<file path="config.mk">
export PLATFORM = sky130hd
export DESIGN_NAME = truth_table_capture
export DESIGN_NICKNAME = d
export VERILOG_FILES = /design/src/rtl/tt_pkg.sv /design/src/rtl/tt_minterm_emitter.sv /design/src/rtl/truth_table_capture.sv
export SDC_FILE = /design/constraint.sdc
export NUM_CORES = 1
export LEC_CHECK = 0
export CORE_MARGIN = 3
export CORE_UTILIZATION = 54
export CTS_BUF_LIST = sky130_fd_sc_hd__clkbuf_2 sky130_fd_sc_hd__clkbuf_4 sky130_fd_sc_hd__clkbuf_8
export DETAILED_ROUTE_END_ITERATION = 8
export PLACE_DENSITY = 0.89
export SYNTH_ARGS = -nofsm -noshare
export SYNTH_HDL_FRONTEND = slang
export SYNTH_SLANG_ARGS = --single-unit
</file>
<file path="constraint.sdc">
create_clock -name clk -period 2.75 [get_ports clk]
set_input_delay 0.825 -clock clk [delete_from_list [all_inputs] [get_ports clk]]
set_output_delay 0.825 -clock clk [all_outputs]
set_load 0.02 [all_outputs]
</file>
<file path="src/rtl/tt_pkg.sv">
// Shared types and constants for the truth-table capture block.
// State encoding, default sizes and the table-width helper.
package tt_pkg;

  localparam int N_IN_DEF = 5;
  localparam int CNT_W    = 4;

  typedef enum logic [2:0] {
    ST_IDLE,
    ST_SETTLE,
    ST_SAMPLE,
    ST_EMIT,
    ST_FIN
  } state_t;

  function automatic int tw_of(input int n);
    return 1 << n;
  endfunction

endpackage

</file>
<file path="src/rtl/tt_minterm_emitter.sv">
// Walks the captured table and streams ON-set indices in ascending
// order over valid/ready; strobes o_done once the last index is handled.
module tt_minterm_emitter
  import tt_pkg::*;
#(
  parameter  int N_IN = N_IN_DEF,
  localparam int TW   = tw_of(N_IN)
) (
  input  logic            clk,
  input  logic            rst_n,
  input  logic [TW-1:0]   i_table,
  input  logic            i_go,
  input  logic            i_ready,
  output logic            o_valid,
  output logic [N_IN-1:0] o_index,
  output logic            o_done
);

  logic            r_active;
  logic            r_valid;
  logic [N_IN-1:0] r_idx;

  logic            w_adv;
  logic            w_last;
  logic [N_IN-1:0] w_nidx;

  // A pending index only moves on after a handshake.
  assign w_adv  = r_active && (!r_valid || i_ready);
  assign w_last = &r_idx;
  assign w_nidx = r_idx + 1'b1;

  assign o_valid = r_valid;
  assign o_index = r_idx;
  assign o_done  = w_adv && w_last;

  always_ff @(posedge clk) begin
    if (!rst_n) begin
      r_active <= 1'b0;
      r_valid  <= 1'b0;
      r_idx    <= '0;
    end else if (i_go) begin
      r_active <= 1'b1;
      r_idx    <= '0;
      r_valid  <= i_table[0];
    end else if (w_adv) begin
      if (w_last) begin
        r_active <= 1'b0;
        r_valid  <= 1'b0;
      end else begin
        r_idx   <= w_nidx;
        r_valid <= i_table[w_nidx];
      end
    end
  end

endmodule

</file>
<file path="src/rtl/truth_table_capture.sv">
// Sweeps all input combinations into an external function, records its
// truth table and ON-set size, then streams the ON-set minterm indices.
module truth_table_capture
  import tt_pkg::*;
#(
  parameter  int N_IN   = N_IN_DEF,
  parameter  int SETTLE = 1,
  localparam int TW     = tw_of(N_IN)
) (
  input  logic            clk,
  input  logic            rst_n,
  input  logic            start,
  output logic [N_IN-1:0] stim,
  input  logic            f_in,
  output logic            busy,
  output logic [TW-1:0]   table_out,
  output logic [N_IN:0]   minterm_count,
  output logic            m_valid,
  input  logic            m_ready,
  output logic [N_IN-1:0] m_index,
  output logic            done
);

  // SETTLE cycles are spent in ST_SETTLE; with SETTLE=0 it is skipped.
  localparam logic [CNT_W-1:0] SET_LAST =
    CNT_W'((SETTLE > 0) ? SETTLE - 1 : 0);
  localparam state_t AFTER_STIM =
    (SETTLE > 0) ? ST_SETTLE : ST_SAMPLE;

  state_t           r_state;
  state_t           w_state_n;
  logic [N_IN-1:0]  r_stim;
  logic [TW-1:0]    r_table;
  logic [N_IN:0]    r_count;
  logic [CNT_W-1:0] r_cnt;
  logic             r_busy;
  logic             r_done;

  logic             w_last_stim;
  logic             w_go;
  logic             w_emit_done;

  assign w_last_stim = &r_stim;
  assign w_go = (r_state == ST_SAMPLE) && w_last_stim;

  assign stim          = r_stim;
  assign busy          = r_busy;
  assign table_out     = r_table;
  assign minterm_count = r_count;
  assign done          = r_done;

  always_comb begin
    w_state_n = r_state;
    unique case (r_state)
      ST_IDLE:   if (start) w_state_n = AFTER_STIM;
      ST_SETTLE: if (r_cnt == SET_LAST) w_state_n = ST_SAMPLE;
      ST_SAMPLE: w_state_n = w_last_stim ? ST_EMIT : AFTER_STIM;
      ST_EMIT:   if (w_emit_done) w_state_n = ST_FIN;
      ST_FIN:    w_state_n = ST_IDLE;
      default:   w_state_n = ST_IDLE;
    endcase
  end

  always_ff @(posedge clk) begin
    if (!rst_n) begin
      r_state <= ST_IDLE;
      r_stim  <= '0;
      r_table <= '0;
      r_count <= '0;
      r_cnt   <= '0;
      r_busy  <= 1'b0;
      r_done  <= 1'b0;
    end else begin
      r_state <= w_state_n;
      r_busy  <= (w_state_n != ST_IDLE);
      r_done  <= (w_state_n == ST_FIN);
      case (r_state)
        ST_IDLE: begin
          if (start) begin
            r_stim  <= '0;
            r_table <= '0;
            r_count <= '0;
            r_cnt   <= '0;
          end
        end
        ST_SETTLE: r_cnt <= r_cnt + 1'b1;
        ST_SAMPLE: begin
          r_table[r_stim] <= f_in;
          r_count <= r_count + {{N_IN{1'b0}}, f_in};
          if (!w_last_stim) begin
            r_stim <= r_stim + 1'b1;
            r_cnt  <= '0;
          end
        end
        default: ;
      endcase
    end
  end

  tt_minterm_emitter #(
    .N_IN(N_IN)
  ) u_emit (
    .clk     (clk),
    .rst_n   (rst_n),
    .i_table (r_table),
    .i_go    (w_go),
    .i_ready (m_ready),
    .o_valid (m_valid),
    .o_index (m_index),
    .o_done  (w_emit_done)
  );

endmodule

</file>
==> results of run 1 <==
## layout make-up
cell class | instances | area share
Clock inverter | 2 | 0.002598
Inverter | 5 | 0.004872
Sequential cell | 59 | 0.3066
Timing Repair Buffer | 66 | 0.1643
Clock buffer | 13 | 0.04482
Tap cell | 72 | 0.02338
Multi-Input combinational cell | 248 | 0.4534
## worst register-to-register path: stages, from the launching register on
cell and delay [ns]:
dfxtp_1 0.35, ha_1 0.54, buf_4 0.26, mux4_1 0.58, mux2i_1 0.21, nand3b_1 0.10, nand3_1 0.08, o31ai_1 0.06
## worst max-delay path by stage
stage	slack, ns	end	from
global route	0.21	stim[3]	stim[3]
detailed placement	0.41	r_cnt[2]	start
floorplan	0.68	u_emit.o_valid	u_emit.o_index[1]
CTS	0.25	stim[3]	stim[3]
finish	0.24	stim[3]	stim[3]
global placement	0.49	r_cnt[1]	start
## routing by layer
| metal | GRT usage | share of wire | vias up |
|---|---|---|---|
| li1 | - | - | 1345 |
| met1 | 0.3476 | 0.42 | 1340 |
| met2 | 0.4136 | 0.47 | 178 |
| met3 | 0.06031 | 0.078 | 35 |
| met4 | 0.1412 | 0.035 | 0 |
| met5 | 0 | 0 | - |
## kinds of logic (layout without fill, tap and decap cells)
group                      count (synthesis)  in the layout  share of synthesized area
AOI/OAI and AO/OA                         94             94                     0.2023
adders and majority gates                 11             11                    0.04425
xor gates and xnor gates                  10             10                    0.02816
and+or+nand+nor                          115            115                     0.1971
buffers and inverters                     29             86                    0.06034
DFF                                       59             59                     0.3797
muxes                                     18             18                    0.08810
## placed cells by master (no fill, tap or decap), types with 2 or more instances in the layout
cell,synthesis,routed
and3_1,7,7
buf_4,2,11
o211ai_1,33,33
o21ai_0,25,25
o311a_1,2,2
a22oi_1,3,3
a21oi_1,7,7
and2_1,6,6
and3_2,2,2
ha_1,11,11
clkbuf_8,3,12
or3b_2,3,3
xnor2_1,3,3
nand2b_1,2,2
nand3b_1,8,8
dfxtp_1,59,59
clkinv_2,0,2
and3b_1,2,2
xor2_1,7,7
a21boi_0,20,20
mux2i_1,12,12
or3_1,2,2
nand3_1,8,8
inv_1,5,5
nor2b_1,4,4
clkdlybuf4s50_1,0,55
nand4_1,12,12
nand2_1,28,28
mux4_1,5,5
nor2_1,25,25
## report_power, final
group / internal (uW) / total, uW / switching (uW)
Sequential: 865 / 879 / 14.3
Combinational: 55.0 / 145 / 90.3
Clock: 403 / 748 / 346
## stage by stage
step | instance area, um2 | hold WS, ns
2_1_floorplan | 3110 | 0.4735
3_3_place_gp | 3670 | 0.4859
3_5_place_dp | 3670 | 0.5043
4_1_cts | 3852 | 0.5133
5_1_grt | 3852 | 0.5597
6_report | 3852 | 0.5134
## cells in the mapped netlist (all sizes together), types with 2 or more instances
cell type,n,area (um2)
buf,8,78.82
inv,5,18.77
o21ai,26,130.1
mux4,6,153.9
or3,2,12.51
clkbuf,16,90.09
a21oi,7,35.03
and2,6,37.54
mux2i,12,120.1
or3b,3,26.28
nand3b,8,60.06
and3b,2,17.52
xor2,7,61.31
ha,11,137.6
nand3,8,40.04
a21boi,20,150.1
dfxtp,59,1181
nor3b,2,15.01
nand2,28,105.1
nor2,26,105.1
nand2b,2,12.51
nand4,12,75.07
and3,9,58.80
a22oi,3,22.52
o311a,2,20.02
nor2b,4,25.02
o211ai,33,247.7
xnor2,3,26.28
## registers in the layout, indices dropped and copies added, names as in the netlist, 3 cells and up
name	flops
minterm_count	6
r_cnt	4
r_state	3
stim	5
table_out	32
u_emit.o_index	5
==> metrics.md, run 1 <==
| Metric | Value |
|---|---|
| Post-CTS Resized | `0` |
| Worst Tran Pin Value | `~0.49 ns` |
| Final Util | `0.6953` |
| Max Clock Skew | `0.009851 ns` |
| Asr flop ratio synth | `0` |
| Worst r2r path cells | `7` |
| Flops & latches, synth | `59` |
| Synth Flop Type | `dfxtp_1` |
| Total GRT Usage | `0.2678` |
| Nets | `between 400 and 500` |
| WHS Path Cells | `2` |
| Layout cell share with drive strength beyond 1 | `0.08906` |
| Crit path capture type | `primary output` |
| Starting DRT DRC Count | `~310` |
| Critical path depth | `1` |
| Buf/Inv on CP | `1` |
| Fin crit share | `0.9128` |
| Max-Cap Viols | `0` |
| Critical path required time | `just under 2 ns` |
| Final GP Congestion | `0.8967` |
| Setup TNS | `0 ns` |
| Die area | `6707 um2` |
| CP top delay family | `buffers and inverters` |
| Area occupied by multi-input gates | `1747 um2` |
| Post-route DRC | `0` |
| Die Ht | `a little over 80 um` |
| Max_slew headroom | `0.6727` |
| Post-synth EDFFs | `0` |
| Area Growth Syn to Fin | `23.85%` |
| HPWL after detailed placement | `5.553 mm` |
| DR pass1 iterations | `5` |
| Vias per Instance | `6.232` |
| Synthesized area | `roughly 3100 um2` |
| CP Data Arrival Time | `approximately 1.7 ns` |
| Port Buf Inserts | `55` |
| Total power | `1773 uW` |
| Peak supply drop | `approximately 0.32 mV` |
| First-pass GRT wire length | `13.54 mm` |
| Non-Filler Instances | `between 400 and 500` |
| Setup Viol. Count Final | `0` |
| Crit Path Category | `flip-flop to primary output` |
| ANT cells | `0` |
| Vias | `2898` |
| Hold path start | `u_emit.r_active` |
| Number of antenna-violating nets in the routed design | `0` |
| R2R Path End | `u_emit.o_valid` |
| Fill cell count | `421` |
| Clock Pin Slew Worst Setup and Hold Paths | `~0.07 ns` |
| Worst hold-check path type | `flip-flop to flip-flop` |
| Critical Path Fanout Max | `14` |
| Row Count | `27` |
| Worst-Skew Late Latency | `0.36 ns` |
| CTS buffer count | `9` |
| Antenna violations before repair | `0` |
| Grt total ovfl | `0` |
| Initial Util | `0.5614` |
| CTS root buf | `clkbuf_8` |
| R2r startpoint | `u_emit.o_index[1]` |
| Status | `finished clean` |
| Post-synthesis sequential area ratio | `0.3797` |
| DR WL/cell | `around 18 um` |
| PD cells | `460.1 nW/um2` |
| Setup slack after layout | `0.2397 ns` |
| CTS tree | `yes` |
| Hold_buf cts | `0` |
| Mapped Avg Cell Area | `9.257 um2` |
| Routed wire length | `8.333 mm` |
| Hold EP | `u_emit.r_active` |
| Post-synthesis instance total | `336` |
| Max Clk Rate | `~400 MHz` |
| Min cycle time layout | `2.510 ns` |
| Maximum clock path buffer count | `2` |
| Syn nets | `between 300 and 400` |
| Sinks on Clock Net | `59` |
| Crit-path cells | `clkdlybuf4s50_1` |
| Synth warn | `0` |
| H-tree depth | `3` |
| Slowest CP cell | `clkdlybuf4s50_1` |
| Final Hold Viols | `0` |
| Largest net degree at the start of global routing | `28` |
| Die X | `slightly above 80 um` |
| RSZ-0062 raised after global routing | `false` |
| Place WS | `0.4149 ns` |
| Core area | `roughly 5500 um2` |
| Setup crit start kind | `flip-flop` |
| Setup bufs post-CTS | `0` |
| Io pins | `56` |
| Register area | `1181 um2` |
| Leakage | `around 0.0013 uW` |
| R2R setup slack | `about 0.44 ns` |
| Library cells used by synthesis | `42` |
| Worst path max stage delay | `0.71 ns` |
| Max Slew Vio Count | `0` |
| Dpl cells | `450` |
| Vias in the first global route | `2732` |
(Power assumes the default switching activity.)
==> run 2: changes to the inputs <==
--- a/config.mk
+++ b/config.mk
@@ -5,6 +5,7 @@
 export SDC_FILE = /design/constraint.sdc
 export NUM_CORES = 1
 export LEC_CHECK = 0
+export ABC_CLOCK_PERIOD_IN_PS = 2750
 export CORE_MARGIN = 3
 export CORE_UTILIZATION = 54
 export CTS_BUF_LIST = sky130_fd_sc_hd__clkbuf_2 sky130_fd_sc_hd__clkbuf_4 sky130_fd_sc_hd__clkbuf_8
==> results of run 2 <==
The final DEF is identical to that of run 1; final timing and power are the same.
==> run 3: changes to the inputs <==
--- a/config.mk
+++ b/config.mk
@@ -7,10 +7,11 @@
 export LEC_CHECK = 0
 export ABC_CLOCK_PERIOD_IN_PS = 2750
 export CORE_MARGIN = 3
-export CORE_UTILIZATION = 54
+export CORE_UTILIZATION = 55
 export CTS_BUF_LIST = sky130_fd_sc_hd__clkbuf_2 sky130_fd_sc_hd__clkbuf_4 sky130_fd_sc_hd__clkbuf_8
 export DETAILED_ROUTE_END_ITERATION = 8
 export PLACE_DENSITY = 0.89
 export SYNTH_ARGS = -nofsm -noshare
 export SYNTH_HDL_FRONTEND = slang
+export SYNTH_HIERARCHICAL = 1
 export SYNTH_SLANG_ARGS = --single-unit
==> metrics.md, run 3 <==
| Metric | Value |
|---|---|
| Status | `finished clean` |
| Worst-Skew Late Latency | `0.34 ns` |
| Post-Place Cell Area | `approximately 3800 um2` |
| ANT cells | `0` |
| Synth Flop Type | `dfxtp_1` |
| Fin crit share | `0.8693` |
| DR pass1 iterations | `6` |
| Largest net degree at the start of global routing | `34` |
| Vias | `3065` |
| Register area | `1181 um2` |
| Worst Tran Pin Value | `0.9985 ns` |
| Mapped Avg Cell Area | `10.21 um2` |
| PD cells | `463.9 nW/um2` |
| Hold_ws | `approximately 0.5 ns` |
| Asr flop ratio synth | `0` |
| Setup Viol. Count Final | `0` |
| Critical Path Fanout Max | `11` |
| Crit-path cells | `clkdlybuf4s50_1` |
| CP top delay family | `buffers and inverters` |
| Vias in the first global route | `3026` |
| Grt total ovfl | `0` |
| Starting DRT DRC Count | `slightly above 400` |
| Syn nets | `between 300 and 400` |
| Initial Util | `0.5844` |
| Nets | `392` |
| Area Growth Syn to Fin | `21.31%` |
| RSZ-0062 raised after global routing | `false` |
| Worst hold-check path type | `flip-flop to flip-flop` |
| Row Count | `27` |
| Die area | `roughly 7000 um2` |
| Most common cell after layout, fill and taps aside | `dfxtp_1` |
| Final Util | `0.7090` |
| CP Data Arrival Time | `1.57 ns` |
| Most frequent cell after synthesis | `dfxtp_1` |
| Most frequent cells in the layout | `dfxtp_1 (59), clkdlybuf4s50_1 (55), a32o_1 (31)` |
| Max Clk Rate | `418.3 MHz` |
| Buf/Inv on CP | `1` |
| Final GP Congestion | `0.8544` |
| Vias per Instance | `6.766` |
| Post-synthesis sequential area ratio | `0.3561` |
| Cell taking the most area after synthesis | `dfxtp_1` |
| Critical path required time | `1.93 ns` |
| First-pass GRT wire length | `15.30 mm` |
| Top cells by count, synth | `dfxtp_1 (59), a32o_1 (31), nand3_1 (23)` |
| Port Buf Inserts | `55` |
| Crit path capture type | `primary output` |
| HPWL after detailed placement | `~6.1 mm` |
| Slowest CP cell | `clkdlybuf4s50_1` |
| Flops & latches, synth | `59` |
| Max reg flops | `32` |
| Final Hold Viols | `0` |
| DR WL/cell | `20.68 um` |
| Synthesized area | `~3300 um2` |
| Antenna violations before repair | `0` |
| Post-synth EDFFs | `0` |
| Die X | `83.66 um` |
| Ranking of synthesized cells by area | `dfxtp_1 (36%), a32o_1 (9.4%), mux4_1 (5.5%)` |
| Peak supply drop | `roughly 0.33 mV` |
| Routed wire length | `about 9.4 mm` |
| Leakage | `about 0.0015 uW` |
| Synth warn | `6` |
| Max Slew Vio Count | `0` |
| Fill cell count | `436` |
| Crit Path Category | `flip-flop to primary output` |
| Core area | `between 5000 and 6000 um2` |
| Max_slew headroom | `0.3292` |
| Min cycle time layout | `2.390 ns` |
| Layout cell share with drive strength beyond 1 | `0.1312` |
| Total GRT Usage | `0.2704` |
| Sinks on Clock Net | `between 50 and 60` |
| Synth top area share | `0.3561` |
| CTS tree | `yes` |
| Setup bufs post-CTS | `0` |
| Area occupied by multi-input gates | `1828 um2` |
| Number of antenna-violating nets in the routed design | `0` |
| Worst path max stage delay | `0.68 ns` |
| H-tree depth | `3` |
| CTS root buf | `clkbuf_8` |
| Fin area | `4024 um2` |
| Max Clock Skew | `0.008556 ns` |
| Max-Cap Viols | `0` |
| Setup crit start kind | `flip-flop` |
| Hold_buf cts | `0` |
| Post-synthesis instance total | `325` |
| Post-route DRC | `0` |
| Library cells used by synthesis | `63` |
| Post-CTS Resized | `0` |
| Maximum clock path buffer count | `2` |
| Clock Pin Slew Worst Setup and Hold Paths | `0.06 ns` |
| Setup TNS | `0 ns` |
| Die Ht | `between 80 and 90 um` |
| Total power | `between 1500 and 2000 uW` |
| CTS buffer count | `9` |
| Io pins | `56` |
-- run 3: cell families (layout without fill, tap and decap cells) --
| logic type | count (synthesis) | in the layout | synth area share |
|---|---|---|---|
| adders and majority gates | 11 | 11 | 0.04149 |
| buffers and inverters | 44 | 100 | 0.09279 |
| and+or+nand+nor | 110 | 110 | 0.2045 |
| DFF | 59 | 59 | 0.3561 |
| AOI/OAI and AO/OA | 77 | 77 | 0.1939 |
| muxes | 19 | 19 | 0.09581 |
| xor gates and xnor gates | 5 | 5 | 0.01547 |
-- run 3: cell type report --
class	instances	share of cell area
clock buffers	10	0.03420
inverters	12	0.01119
well taps	72	0.02239
multi-input cells	222	0.4543
repair buffers	72	0.1685
clock inverters	6	0.01586
flip-flops and latches	59	0.2935
-- run 3: per-layer routing --
layer  global-route usage  up-vias  wire length (um)
li1                     -     1374                 -
met1               0.3364     1492              3827
met2               0.4483      167              4609
met3              0.04837       32               643
met4               0.1345        0               287
met5                    0        -                 0
-- run 3: worst paths after layout --
check | from | to | slack (ns) | cells past startpoint
setup reg to reg | u_emit/o_index[1] | u_emit/o_valid | 0.53 | 5
setup / recovery | stim[4] | stim[4] | 0.36 | 1
hold reg to reg | minterm_count[0] | minterm_count[0] | 0.50 | 2
hold / removal | minterm_count[0] | minterm_count[0] | 0.50 | 2
-- run 3: power by group --
group | internal (uW) | total, uW | switching (uW)
logic | 56.7 | 166 | 110
registers | 863 | 881 | 17.9
clock network | 443 | 820 | 377
total | 1360 | 1870 | 505
-- run 3: worst min-delay path: stages (launching register included) --
cell	delay (ns)
dfxtp_1	0.32
o21ai_0	0.07
a21oi_1	0.06
-- run 3: metrics by stage --
step | worst slack (ns) | cells
finish | 0.3596 | 453
global route | 0.2871 | 453
CTS | 0.3533 | 453
detailed placement | 0.2463 | 437
global placement | 0.2533 | 437
floorplan | 0.6955 | 325
